### src/rtl/jtframe_joyser_if.sv
// Bus between jtframe_joyser and its users: shift-register chain pins plus the
// published joystick word with its frame/change strobes and an FSM debug view.
interface jtframe_joyser_if #(
  parameter int W = 24
);
  logic         joy_clk;
  logic         joy_load;
  logic         joy_data;
  logic [W-1:0] joystick;
  logic         frame_done;
  logic         changed;
  logic [1:0]   dbg_state;

  modport master (
    output joy_clk, joy_load, joystick, frame_done, changed, dbg_state,
    input  joy_data
  );

  modport slave (
    input  joy_clk, joy_load, joystick, frame_done, changed, dbg_state,
    output joy_data
  );
endinterface

### src/rtl/jtframe_joyser.sv
// Serial joystick reader for a parallel-in/serial-out chain, player-packed output.
// Optional macro JOYSER_DEBOUNCE_EN: publish only when two consecutive frames agree.
module jtframe_joyser #(
  parameter int PLAYERS = 2,
  parameter int BUTTONS = 12,
  parameter int DIV     = 8,
  parameter int GAP     = 1
) (
  input  logic             clk_sys,
  input  logic             rst,
  jtframe_joyser_if.master bus
);
  localparam int N  = PLAYERS * BUTTONS;
  localparam int CW = $clog2(N + GAP + 1);
  localparam logic [DIV-1:0] RISE_AT  = {1'b0, {(DIV-1){1'b1}}};
  localparam logic [CW-1:0]  LAST_BIT = CW'(N - 1);
  localparam logic [CW-1:0]  LAST_GAP = CW'(N + GAP - 1);

  typedef enum logic [1:0] {
    ST_LOAD,
    ST_LEAD,
    ST_SHIFT,
    ST_GAP
  } state_t;

  state_t         state, state_next;
  logic [DIV-1:0] cnt;
  logic           rise;
  logic [1:0]     sync;
  logic           load_r, load_next;
  logic [CW-1:0]  bitcnt, bitcnt_next;
  logic           shift_en;
  logic           last_bit;
  logic [N-1:0]   sr, sr_next;
  logic           publish;
  logic [N-1:0]   joy_r, joy_new;
  logic           frame_done_r, changed_r;

  assign rise = (cnt == RISE_AT);

  always_ff @(posedge clk_sys) begin
    if (rst) begin
      cnt    <= '0;
      sync   <= 2'b11;
      state  <= ST_LOAD;
      load_r <= 1'b1;
      bitcnt <= '0;
      sr     <= '1;
    end else begin
      cnt    <= cnt + 1'b1;
      sync   <= {sync[0], bus.joy_data};
      state  <= state_next;
      load_r <= load_next;
      bitcnt <= bitcnt_next;
      sr     <= sr_next;
    end
  end

  // Out of reset LOAD is entered with joy_load still high, so its first rise only
  // drops joy_load; later frames enter LOAD with joy_load already low.
  always_comb begin
    state_next  = state;
    load_next   = load_r;
    bitcnt_next = bitcnt;
    shift_en    = 1'b0;
    last_bit    = 1'b0;
    if (rise) begin
      case (state)
        ST_LOAD: begin
          if (load_r) begin
            load_next = 1'b0;
          end else begin
            state_next = ST_LEAD;
            load_next  = 1'b1;
          end
        end
        ST_LEAD: begin
          state_next  = ST_SHIFT;
          bitcnt_next = '0;
        end
        ST_SHIFT: begin
          shift_en    = 1'b1;
          bitcnt_next = bitcnt + 1'b1;
          if (bitcnt == LAST_BIT) begin
            last_bit = 1'b1;
            if (GAP == 0) begin
              state_next = ST_LOAD;
              load_next  = 1'b0;
            end else begin
              state_next = ST_GAP;
            end
          end
        end
        ST_GAP: begin
          bitcnt_next = bitcnt + 1'b1;
          if (bitcnt == LAST_GAP) begin
            state_next = ST_LOAD;
            load_next  = 1'b0;
          end
        end
        default: begin
          state_next = ST_LOAD;
          load_next  = 1'b0;
        end
      endcase
    end
  end

  // MSB-first: the first bit off the chain ends up in sr[N-1].
  always_comb begin
    sr_next = sr;
    if (shift_en) begin
      sr_next    = sr << 1;
      sr_next[0] = sync[1];
    end
  end

`ifdef JOYSER_DEBOUNCE_EN
  logic [N-1:0] prev;

  always_ff @(posedge clk_sys) begin
    if (rst) begin
      prev <= '1;
    end else if (publish) begin
      prev <= sr;
    end
  end

  always_comb begin
    joy_new = joy_r;
    if (sr == prev) begin
      joy_new = ~sr;
    end
  end
`else
  always_comb begin
    joy_new = ~sr;
  end
`endif

  // Strobes: frame_done is a one-cycle pulse per completed frame; changed is a
  // one-cycle pulse, only ever together with frame_done, when joystick moves.
  always_ff @(posedge clk_sys) begin
    if (rst) begin
      publish      <= 1'b0;
      joy_r        <= '0;
      frame_done_r <= 1'b0;
      changed_r    <= 1'b0;
    end else begin
      publish      <= last_bit;
      frame_done_r <= publish;
      changed_r    <= publish && (joy_new != joy_r);
      if (publish) begin
        joy_r <= joy_new;
      end
    end
  end

  assign bus.joy_clk    = cnt[DIV-1];
  assign bus.joy_load   = load_r;
  assign bus.joystick   = joy_r;
  assign bus.frame_done = frame_done_r;
  assign bus.changed    = changed_r;
  assign bus.dbg_state  = state;
endmodule
### src/flat_wrapper.sv
// flat-port wrapper written by rule: the top's interface ports become plain ports
module jtframe_joyser_flat 
#(
  parameter int PLAYERS = 2,
  parameter int BUTTONS = 12,
  parameter int DIV     = 8,
  parameter int GAP     = 1
)
  (clk_sys, rst, bus_joy_clk, bus_joy_load, bus_joystick, bus_frame_done, bus_changed, bus_dbg_state, bus_joy_data);
  jtframe_joyser_if bus_i ();
  input  logic clk_sys;
  input  logic rst;
  output wire logic [$bits(bus_i.joy_clk)-1:0] bus_joy_clk;
  output wire logic [$bits(bus_i.joy_load)-1:0] bus_joy_load;
  output wire logic [$bits(bus_i.joystick)-1:0] bus_joystick;
  output wire logic [$bits(bus_i.frame_done)-1:0] bus_frame_done;
  output wire logic [$bits(bus_i.changed)-1:0] bus_changed;
  output wire logic [$bits(bus_i.dbg_state)-1:0] bus_dbg_state;
  input wire logic [$bits(bus_i.joy_data)-1:0] bus_joy_data;
  assign bus_joy_clk = bus_i.joy_clk;
  assign bus_joy_load = bus_i.joy_load;
  assign bus_joystick = bus_i.joystick;
  assign bus_frame_done = bus_i.frame_done;
  assign bus_changed = bus_i.changed;
  assign bus_dbg_state = bus_i.dbg_state;
  assign bus_i.joy_data = bus_joy_data;
  jtframe_joyser #(.PLAYERS(PLAYERS), .BUTTONS(BUTTONS), .DIV(DIV), .GAP(GAP)) u_core (.clk_sys(clk_sys), .rst(rst), .bus(bus_i));
endmodule
### config.mk
export PLATFORM = sky130hd
export DESIGN_NAME = jtframe_joyser_flat
export DESIGN_NICKNAME = d
export VERILOG_FILES = /design/src/rtl/jtframe_joyser_if.sv /design/src/rtl/jtframe_joyser.sv /design/src/flat_wrapper.sv
export SDC_FILE = /design/constraint.sdc
export NUM_CORES = 1
export LEC_CHECK = 0
export ABC_AREA = 1
export BUFFER_PORTS_ARGS = -buffer_cell sky130_fd_sc_hd__buf_2
export CELL_PAD_IN_SITES_DETAIL_PLACEMENT = 1
export CELL_PAD_IN_SITES_GLOBAL_PLACEMENT = 1
export CORE_UTILIZATION = 42
export DETAILED_ROUTE_END_ITERATION = 10
export PLACE_DENSITY = 0.85
export SKIP_CTS_REPAIR_TIMING = 1
export SLEW_MARGIN = 0
export SYNTH_ARGS = -nofsm -noshare
export SYNTH_HDL_FRONTEND = slang
export SYNTH_SLANG_ARGS = --single-unit
### constraint.sdc
create_clock -name clk_sys -period 1.75 [get_ports clk_sys]
set_clock_uncertainty 0.2 [all_clocks]
set_input_delay 0.0875 -clock clk_sys [delete_from_list [all_inputs] [get_ports clk_sys]]
set_output_delay 0.0875 -clock clk_sys [all_outputs]
set_load 0.1 [all_outputs]
Yosys cells after proc, flatten, opt, wreduce, memory -nomap -nowiden
Index checks and enable logic that the tools add are counted.
Widths: inputs -> output; s select.
Storage, ports and cells
  flip-flop bits (word level): 69
  bits of input ports: 3
  output and inout bits: 30
  logic and storage cells: 45
Cells by class
  reductions and logical operators: 9
  muxes and demuxes: 11
  bitwise operators: 3
  add/sub/neg operators: 2
  equal/unequal tests: 10
Operator list (number)
  $ne 24x24->1: 1
  $not 24->24: 1
  $eq 5x5->1 const B: 2
  $pmux 5 s2: 1
  $add 8x1->8 const B: 1
  $eq 8x7->1 const B: 1
  $pmux 2 s4: 1
  $mux 2: 3
  $add 5x1->5 const B: 1
  $mux 1: 5
  $eq 2x2->1 const B: 2
  $ne 2x1->1 const B: 2
  $reduce_and 4->1: 1
  $reduce_bool 2->1: 2
  $reduce_and 3->1: 1
  $reduce_or 3->1: 1
  $eq 2x1->1 const B: 1
  $logic_not 2->1: 1
  $ne 2x2->1 const B: 1
  $not 1->1: 2
  $pmux 1 s2: 1
  $reduce_and 2->1: 1
  $reduce_or 2->1: 1
  $logic_and 1x1->1: 1

Depth between registers and ports, before layout
Gate-level depths: netlist (run 1).
  word-level depth: 4
  mapped depth: 9
  depth with buffers taken out: 9

Least setup slack after synthesis (run 1)
OpenSTA, ideal clock, no wires.
  path type: register to register
  from: register u_core.state[0], in the netlist u_core.bus.dbg_state[0]
  to: register u_core.sr[16]
  arrival: 1915 ps
  stages on the path, launching flop included: 8
  slack: -504 ps
  period minus slack after synthesis: 2254 ps
  path buffers: 1
  library setup time: 139 ps
  path through: dfxtp_1 -> inv_1 -> ha_1 -> inv_1 -> nor2_8 -> buf_6 -> nand2_1 -> o211ai_2
On the way
  longest elaborated chain between the ends: 3
Ends and longest elaborated chain
  from (decl): RTL line jtframe_joyser.sv:26  | state_t state, state_next;
  from (signal assigned): RTL line jtframe_joyser.sv:52  | state <= state_next;
  $eq 2x2->1: RTL line jtframe_joyser.sv:68  | case (state)
  $mux 1: RTL line jtframe_joyser.sv:68
  $mux 1: RTL line jtframe_joyser.sv:67  | if (rise) begin
  to (signal assigned): RTL line jtframe_joyser.sv:55  | sr <= sr_next;
  to (decl): RTL line jtframe_joyser.sv:34  | logic [N-1:0] sr, sr_next;
No other way between the ends.
A chain may end at the register's enable or synchronous reset.

Worst setup path in the final report (run 1)
  from: register u_core.cnt[0]
  to: register u_core.sr[12]
On the way
  longest elaborated chain between the ends: 2
Ends and longest elaborated chain
  from (decl): RTL line jtframe_joyser.sv:27  | logic [DIV-1:0] cnt;
  from (signal assigned): RTL line jtframe_joyser.sv:50  | cnt <= cnt + 1'b1;
  $eq 8x7->1: RTL line jtframe_joyser.sv:39  | assign rise = (cnt == RISE_AT);
  $mux 1: RTL line jtframe_joyser.sv:67
No other way between the ends.

==> summary.txt, run 1 <==
Pwr
  • Switch share: 21.5%
  • Design Power: 3.10 mW
  • Internal cell power: 2.44 mW
  • Leakage: 1.78 nW
  • Part of the power in registers: 50.8%
  • Worst-case vdd ir drop: 0.373 mV
  • Gate power share: 1.8%
  • Power per standard cell area: 846 mW/mm^2
  • Switching power: 0.669 mW
  • Clock network power share: 47.3%

Synthesis
  • Netlist area before placement: 0.00307 sq mm
  • Unique cell type count in the Yosys netlist: 29
  • Share of cell area taken by muxes after synthesis: 0%
  • Simple-gate area share of the yosys netlist: 23.1%
  • Primary flip-flop cell chosen by synthesis mapping: sky130_fd_sc_hd__dfxtp_1
  • Ys async rst share: 0%
  • Average instance area after synthesis: 7.44 sq um
  • Synthesized-area fraction occupied by ao, oa, aoi and oai cells: 17.7%
  • Number of synthesized register bits: 69
  • Post-Synthesis Net Count: 423
  • Xor and xnor fraction of the mapped netlist area: 1.14%
  • Cell count after synthesis: 413
  • Post-synthesis sequential area ratio: 44.9%
  • Syn. warnings: 0
  • Synth Area in Adders: 2.85%
  • Number of flops mapped to enable cells by yosys: 0
  • Main combinational cell family by area after synthesis: simple AND/OR/NAND/NOR gates

Placed design
  • PortBufs: 32
  • Global placement routability congestion: 0.794
  • Pre-CTS setup slack: 0.0268 ns
  • Final HPWL from detailed placement: 5.19 mm

Finish
  • Final core occ: 52.8%
  • Ratio of cells with drive above 1 in the final layout: 22.8%
  • Total area of multi-input combinational cells: 0.00139 sq mm
  • Layout Area Growth over Synthesis: 19.3%
  • Layout Nets: 462
  • Fill cells: 883
  • Storage element area: 0.00142 sq mm
  • Diodes inserted: 0

Critical path
  • Highest fanout seen on the critical path: 18
  • Worst setup EP type: flip-flop
  • Crit start category: flip-flop
  • CP arrival: 1.72 ns
  • Worst Setup SP: u_core.cnt[0]
  • Category of the critical setup timing path: reg -> reg
  • FF-to-FF End: u_core.sr[12]
  • CP Data Required Time: 1.81 ns
  • Count of cells along the worst register-to-register path: 8
  • Setup slack, reg-to-reg: 0.1 ns
  • Worst flop-to-flop path startpoint: u_core.cnt[0]

Floorplan
  • Die Height: 87.6 microns
  • Floorplan die area: 0.00767 sq mm
  • Core Area: 0.00694 sq mm
  • Number of I/O pins: 33
  • Std-Cell Rows: 30
  • Width of the chip: 87.6 microns
  • Starting Density: 44.3%

Clock network
  • Clock Sink Count: 69
  • Clock latency reported for the late side of the worst-skew pair: 0.34 ns
  • Number of buffers added by the clock tree synthesis step: 9
  • Clock Pin Slew Worst Setup and Hold Paths: 0.08 ns
  • Number of buffers between clock root and the deepest sink: 2
  • Clock tree from TritonCTS: yes
  • CTS H-Tree Depth: 3
  • Clock Tree Root: sky130_fd_sc_hd__clkbuf_8

Worst hold path
  • Hold Path Stages: 1
  • Startpoint of the worst hold path: u_core.sync[0]
  • Hold worst-path end: u_core.sync[1]
  • Min-delay worst type: reg -> reg

Drt
  • DR vias/cell: 5.04
  • Iteration-0 DRC Markers: 121
  • Wire length reported by the detailed router: 7.54 mm
  • Via count: 2789
  • Post-detailed-route wirelength per cell: 13.6 microns
  • Number of remaining DRC errors: 0
  • TritonRoute pass-1 iters: 4
  • Antenna-violating nets left: 0

STA
  • Headroom to the max-slew limit: 66.9%
  • Final Hold Slack: 0.213 ns
  • Upper clock frequency limit: 605 MHz
  • Final worst path period need: 1.65 ns
  • Final total negative setup slack: 0 ns
  • Final period util: 94.4%
  • Worst Setup Slack, final: 0.0982 ns
  • Final-report hold violation count: 0
  • Number of max-slew violations in the final report: 0
  • Actual transition at the worst max-transition pin: 0.500 ns
  • Final-report setup violation count: 0

GRT
  • Wire length of the first global-routing pass: 12.4 mm
  • Total overflow reported by the global router: 0
  • Largest net degree at the start of global routing: 35
  • Vias in the first global route: 2725
  • Global routing usage summed across all routing layers: 21.2%
  • Antenna violations before repair: 0

Outcome
  • Result of the run: complete, no violations

Run
  • Max-cap violation count: 0
==> sequential cells by signal (all words and copies together) (netlist names) <==
signal,flops
u_core.bus.joystick,24
u_core.sr,24
u_core.sync,2
u_core.cnt,8
u_core.bus.changed,1
u_core.bus.joy_load,1
u_core.bus.dbg_state,2
u_core.publish,1
u_core.bitcnt,5
u_core.bus.frame_done,1
==> cell families (layout without fill, tap and decap cells) <==
kind of cell	count (synthesis)	after routing
and+or+nand+nor	170	170
AOI/OAI and AO/OA	90	90
buffers and inverters	73	117
xor gates and xnor gates	4	4
adders and majority gates	7	7
DFF	69	69
==> stage by stage <==
stage	cells	instance area [sq um]
3_3_place_gp	533	3400
5_1_grt	553	3670
3_5_place_dp	533	3400
4_1_cts	549	3620
6_report	553	3670
2_1_floorplan	413	3110
==> cell type report <==
type / instances / share of cell area (%)
repair buffers: 43 / 8.12
clock inverters: 6 / 2.32
inverters: 58 / 5.94
clock buffers: 10 / 3.75
flip-flops and latches: 69 / 38.8
multi-input cells: 271 / 37.8
well taps: 96 / 3.28
==> cell usage in the layout (no fill, tap or decap), drive strengths merged <==
cell | synthesis | routed
dfxtp | 69 | 69
xnor2 | 2 | 2
dlygate4sd3 | 0 | 2
and3 | 1 | 1
o211ai | 24 | 24
a21boi | 1 | 1
inv | 57 | 58
xor2 | 2 | 2
nand3 | 10 | 10
nor3 | 3 | 3
or2 | 2 | 2
o21bai | 1 | 1
nor2 | 36 | 36
buf | 3 | 41
clkinv | 1 | 4
bufinv | 0 | 2
o21ai | 30 | 30
ha | 7 | 7
clkbuf | 12 | 10
nand2 | 116 | 116
a21oi | 34 | 34
nand4 | 2 | 2
==> power by group through the flow <==
stage	Clock [mW]	Combinational [mW]	Sequential, mW
after floorplan	0	0.0317	1.61
after global placement	0	0.0523	1.61
after detailed placement	0	0.0535	1.61
after CTS	1.50	0.0539	1.58
after global routing	1.56	0.0643	1.58
final	1.47	0.0572	1.58
==> critical path: stages, from the launching register on <==
cell	delay [ns]
sky130_fd_sc_hd__dfxtp_2	0.34
sky130_fd_sc_hd__ha_1	0.17
sky130_fd_sc_hd__nand2_1	0.11
sky130_fd_sc_hd__nor2_4	0.17
sky130_fd_sc_hd__nand2_4	0.11
sky130_fd_sc_hd__nor2_8	0.14
sky130_fd_sc_hd__buf_12	0.16
sky130_fd_sc_hd__nand2_1	0.07
sky130_fd_sc_hd__o211ai_1	0.09
==> synth_stat cells (2+ instances only) <==
cell                         n  area, sq um
sky130_fd_sc_hd__nor3_1      2         10.0
sky130_fd_sc_hd__o21ai_0    30          150
sky130_fd_sc_hd__or2_2       2         12.5
sky130_fd_sc_hd__a21oi_1    33          165
sky130_fd_sc_hd__o211ai_1   19          143
sky130_fd_sc_hd__xnor2_1     2         17.5
sky130_fd_sc_hd__nor2_2      2         12.5
sky130_fd_sc_hd__nand2_1   115          432
sky130_fd_sc_hd__nand4_1     2         12.5
sky130_fd_sc_hd__inv_1      56          210
sky130_fd_sc_hd__xor2_1      2         17.5
sky130_fd_sc_hd__dfxtp_1    69         1380
sky130_fd_sc_hd__nand3_1    10         50.1
sky130_fd_sc_hd__clkbuf_1   10         37.5
sky130_fd_sc_hd__ha_1        7         87.6
sky130_fd_sc_hd__buf_6       3         33.8
sky130_fd_sc_hd__clkbuf_8    2         27.5
sky130_fd_sc_hd__nor2_1     32          120
sky130_fd_sc_hd__o211ai_2    5         62.6
==> routing by layer <==
metal / vias up / global-route usage (%) / wire, microns
li1: 1398 / - / -
met1: 1344 / 25.3 / 3450
met2: 34 / 37.0 / 3790
met3: 13 / 3.39 / 144
met4: 0 / 10.3 / 158
met5: - / 0 / 0
==> how the worst max path moves through the flow <==
| stage | to | depth (start not counted) |
|---|---|---|
| 5_1_grt | u_core.sr[13] | 8 |
| 4_1_cts | u_core.bus.dbg_state[1] | 8 |
| 3_5_place_dp | u_core.bus.dbg_state[1] | 8 |
| 2_1_floorplan | u_core.bus.changed | 7 |
| 6_report | u_core.sr[12] | 8 |
| 3_3_place_gp | u_core.bitcnt[1] | 8 |
Note: power is estimated with default switching activity, not from simulation.
==> run 2: changes to the inputs <==
--- a/config.mk
+++ b/config.mk
@@ -9,9 +9,10 @@
 export BUFFER_PORTS_ARGS = -buffer_cell sky130_fd_sc_hd__buf_2
 export CELL_PAD_IN_SITES_DETAIL_PLACEMENT = 1
 export CELL_PAD_IN_SITES_GLOBAL_PLACEMENT = 1
-export CORE_UTILIZATION = 42
+export CORE_UTILIZATION = 44
+export CTS_BUF_LIST = sky130_fd_sc_hd__clkbuf_4 sky130_fd_sc_hd__clkbuf_8
 export DETAILED_ROUTE_END_ITERATION = 10
-export PLACE_DENSITY = 0.85
+export PLACE_DENSITY = 0.88
 export SKIP_CTS_REPAIR_TIMING = 1
 export SLEW_MARGIN = 0
 export SYNTH_ARGS = -nofsm -noshare
==> summary.txt, run 2 (synthesis gave the netlist of run 1 again) <==
Outcome
  • Result of the run: complete, no violations

Drt
  • Antenna-violating nets left: 0 (unchanged)
  • DR vias/cell: 5.30 (+5.1%)
  • Wire length reported by the detailed router: 8.45 mm (+12%)
  • TritonRoute pass-1 iters: 4 (unchanged)
  • Post-detailed-route wirelength per cell: 15.7 microns (+15%)
  • Number of remaining DRC errors: 0 (unchanged)
  • Via count: 2847 (+2.1%)
  • Iteration-0 DRC Markers: 186 (+54%)

Critical path
  • Largest incremental delay on the critical path: 0.39 ns (+0.05 ns)
  • Category of the critical setup timing path: reg -> reg
  • CP arrival: 1.77 ns (+0.05 ns)
  • CP Data Required Time: 1.79 ns (-0.02 ns)
  • Crit start category: flip-flop
  • Cell with the largest stage delay on the worst path: sky130_fd_sc_hd__dfxtp_1
  • Highest fanout seen on the critical path: 4 (-14)
  • Setup slack, reg-to-reg: 0.03 ns (-0.07 ns)
  • Worst setup EP type: flip-flop
  • Cell repeated most along the worst path: sky130_fd_sc_hd__nor2_1
  • Ordered cell list for the critical path: ha_1 > nand2_1 > inv_1 > nand3_2 > a21boi_2 > nand2_2 > nor2_1 > nor2_1

Floorplan
  • Width of the chip: 85.6 microns (-2.3%)
  • Number of I/O pins: 33 (unchanged)
  • Core Area: 0.00676 sq mm (-2.7%)
  • Die Height: 85.6 microns (-2.3%)
  • Floorplan die area: 0.00732 sq mm (-4.4%)
  • Std-Cell Rows: 30 (unchanged)
  • Starting Density: 45.5% (+1.2 points)

STA
  • Final-report setup violation count: 0 (unchanged)
  • Upper clock frequency limit: 580 MHz (-4.2%)
  • Final period util: 98.5% (+4.1 points)
  • Actual transition at the worst max-transition pin: 0.496 ns (-0.00362 ns)
  • Final worst path period need: 1.72 ns (+0.0722 ns)
  • Number of max-slew violations in the final report: 0 (unchanged)
  • Final-report hold violation count: 0 (unchanged)
  • Headroom to the max-slew limit: 67.1% (+0.24 points)

Clock network
  • CTS H-Tree Depth: 3 (unchanged)
  • Clock tree from TritonCTS: yes
  • Clock Tree Root: sky130_fd_sc_hd__clkbuf_8
  • Number of buffers between clock root and the deepest sink: 2 (unchanged)
  • Clock latency reported for the late side of the worst-skew pair: 0.35 ns (about the same)
  • Clock Pin Slew Worst Setup and Hold Paths: 0.08 ns (about the same)
  • Clock Sink Count: 69 (unchanged)
  • Number of buffers added by the clock tree synthesis step: 9 (unchanged)

Placed design
  • Final HPWL from detailed placement: 5.26 mm (+1.5%)
  • Global placement routability congestion: 0.801 (+0.92%)
  • PortBufs: 32 (unchanged)
  • Placed Instances: 514 (-3.6%)
  • Post-place instance area: 0.00335 sq mm (-1.3%)

Finish
  • Layout Nets: 463 (+0.22%)
  • Most used cells in the layout excluding fill and tap cells: sky130_fd_sc_hd__nand2_1 (113), sky130_fd_sc_hd__inv_1 (55), sky130_fd_sc_hd__dfxtp_1 (40)
  • Most common cell after layout, fill and taps aside: sky130_fd_sc_hd__nand2_1
  • Number of non-filler instances in the completed layout: 537 (-2.9%)
  • Layout Area Growth over Synthesis: 19.0%
  • Final core occ: 54.2% (+1.4 points)
  • Post-route design area: 0.00366 sq mm (-0.20%)
  • Fill cells: 859 (-2.7%)
  • Diodes inserted: 0 (unchanged)
  • Ratio of cells with drive above 1 in the final layout: 23.9% (+1.1 points)

Pwr
  • Power per standard cell area: 839 mW/mm^2 (-0.88%)
  • Leakage: 1.78 nW (about the same)
  • Worst-case vdd ir drop: 0.382 mV (+2.5%)

GRT
  • Vias in the first global route: 2809 (+3.1%)
  • Total overflow reported by the global router: 0 (unchanged)
  • Largest net degree at the start of global routing: 56 (+60%)
  • Wire length of the first global-routing pass: 13.2 mm (+6.1%)
  • Antenna violations before repair: 0 (unchanged)
  • Global routing usage summed across all routing layers: 23.1% (+2.0 points)

Run
  • Max-cap violation count: 0 (unchanged)

Worst hold path
  • Min-delay worst type: reg -> reg
-- run 2: changes by cell type in the layout (fill, tap and decap cells not counted), sizes merged --
cell / before / now
inv: 58 / 57
buf: 41 / 42
-- run 2: area by class of cell --
cell class	count	area (sq um)	area share, %
sequential	69	1420	38.9
multi-input combinational	271	1400	38.3
timing repair buffer	44	305	8.34
inverter	58	218	5.95
clock buffer	10	138	3.76
tap	80	100	2.74
clock inverter	5	75.1	2.05
-- run 2: power by group --
group	switching, mW	internal [mW]	total (mW)
Clock	0.611	0.826	1.44
Combinational	0.0363	0.0172	0.0536
Sequential	0.00547	1.57	1.58
-- run 2: path summary, 6_finish.rpt --
| path | start | end | depth (start not counted) |
|---|---|---|---|
| worst max register to register | u_core.bitcnt[1] | u_core.bus.dbg_state[0] | 8 |
| worst max-delay path | u_core.bitcnt[1] | u_core.bus.dbg_state[0] | 8 |
| worst min register to register | u_core.cnt[0] | u_core.cnt[0] | 1 |
| worst min-delay path | u_core.cnt[0] | u_core.cnt[0] | 1 |
-- run 2: per-stage QoR --
step | setup WS, ns | TNS (ns) | hold WS [ns] | power [mW]
2_1_floorplan | 0.00241 | 0 | -0.0294 | 1.64
3_3_place_gp | 0.112 | 0 | 0.0702 | 1.66
3_5_place_dp | 0.0000558 | 0 | 0.0820 | 1.66
4_1_cts | -0.132 | -1.89 | -0.289 | 3.09
5_1_grt | -0.0869 | -0.294 | 0.245 | 3.17
6_report | 0.0260 | 0 | 0.236 | 3.07
-- run 2: worst max-delay path, delay by kind of cell (launching register included) --
kind / cells / cell delay [ns]
AND/OR/NAND/NOR: 5 / 0.51
AO/OA/AOI/OAI: 1 / 0.16
adder cells (fa/ha/maj): 1 / 0.21
buffers and inverters: 1 / 0.15
flip-flops: 1 / 0.39
-- run 2: metal layers --
metal	GRT usage, %	wire [microns]
met1	26.6	3760
met4	7.58	225
met3	5.00	218
met2	42.5	4250
met5	0	0
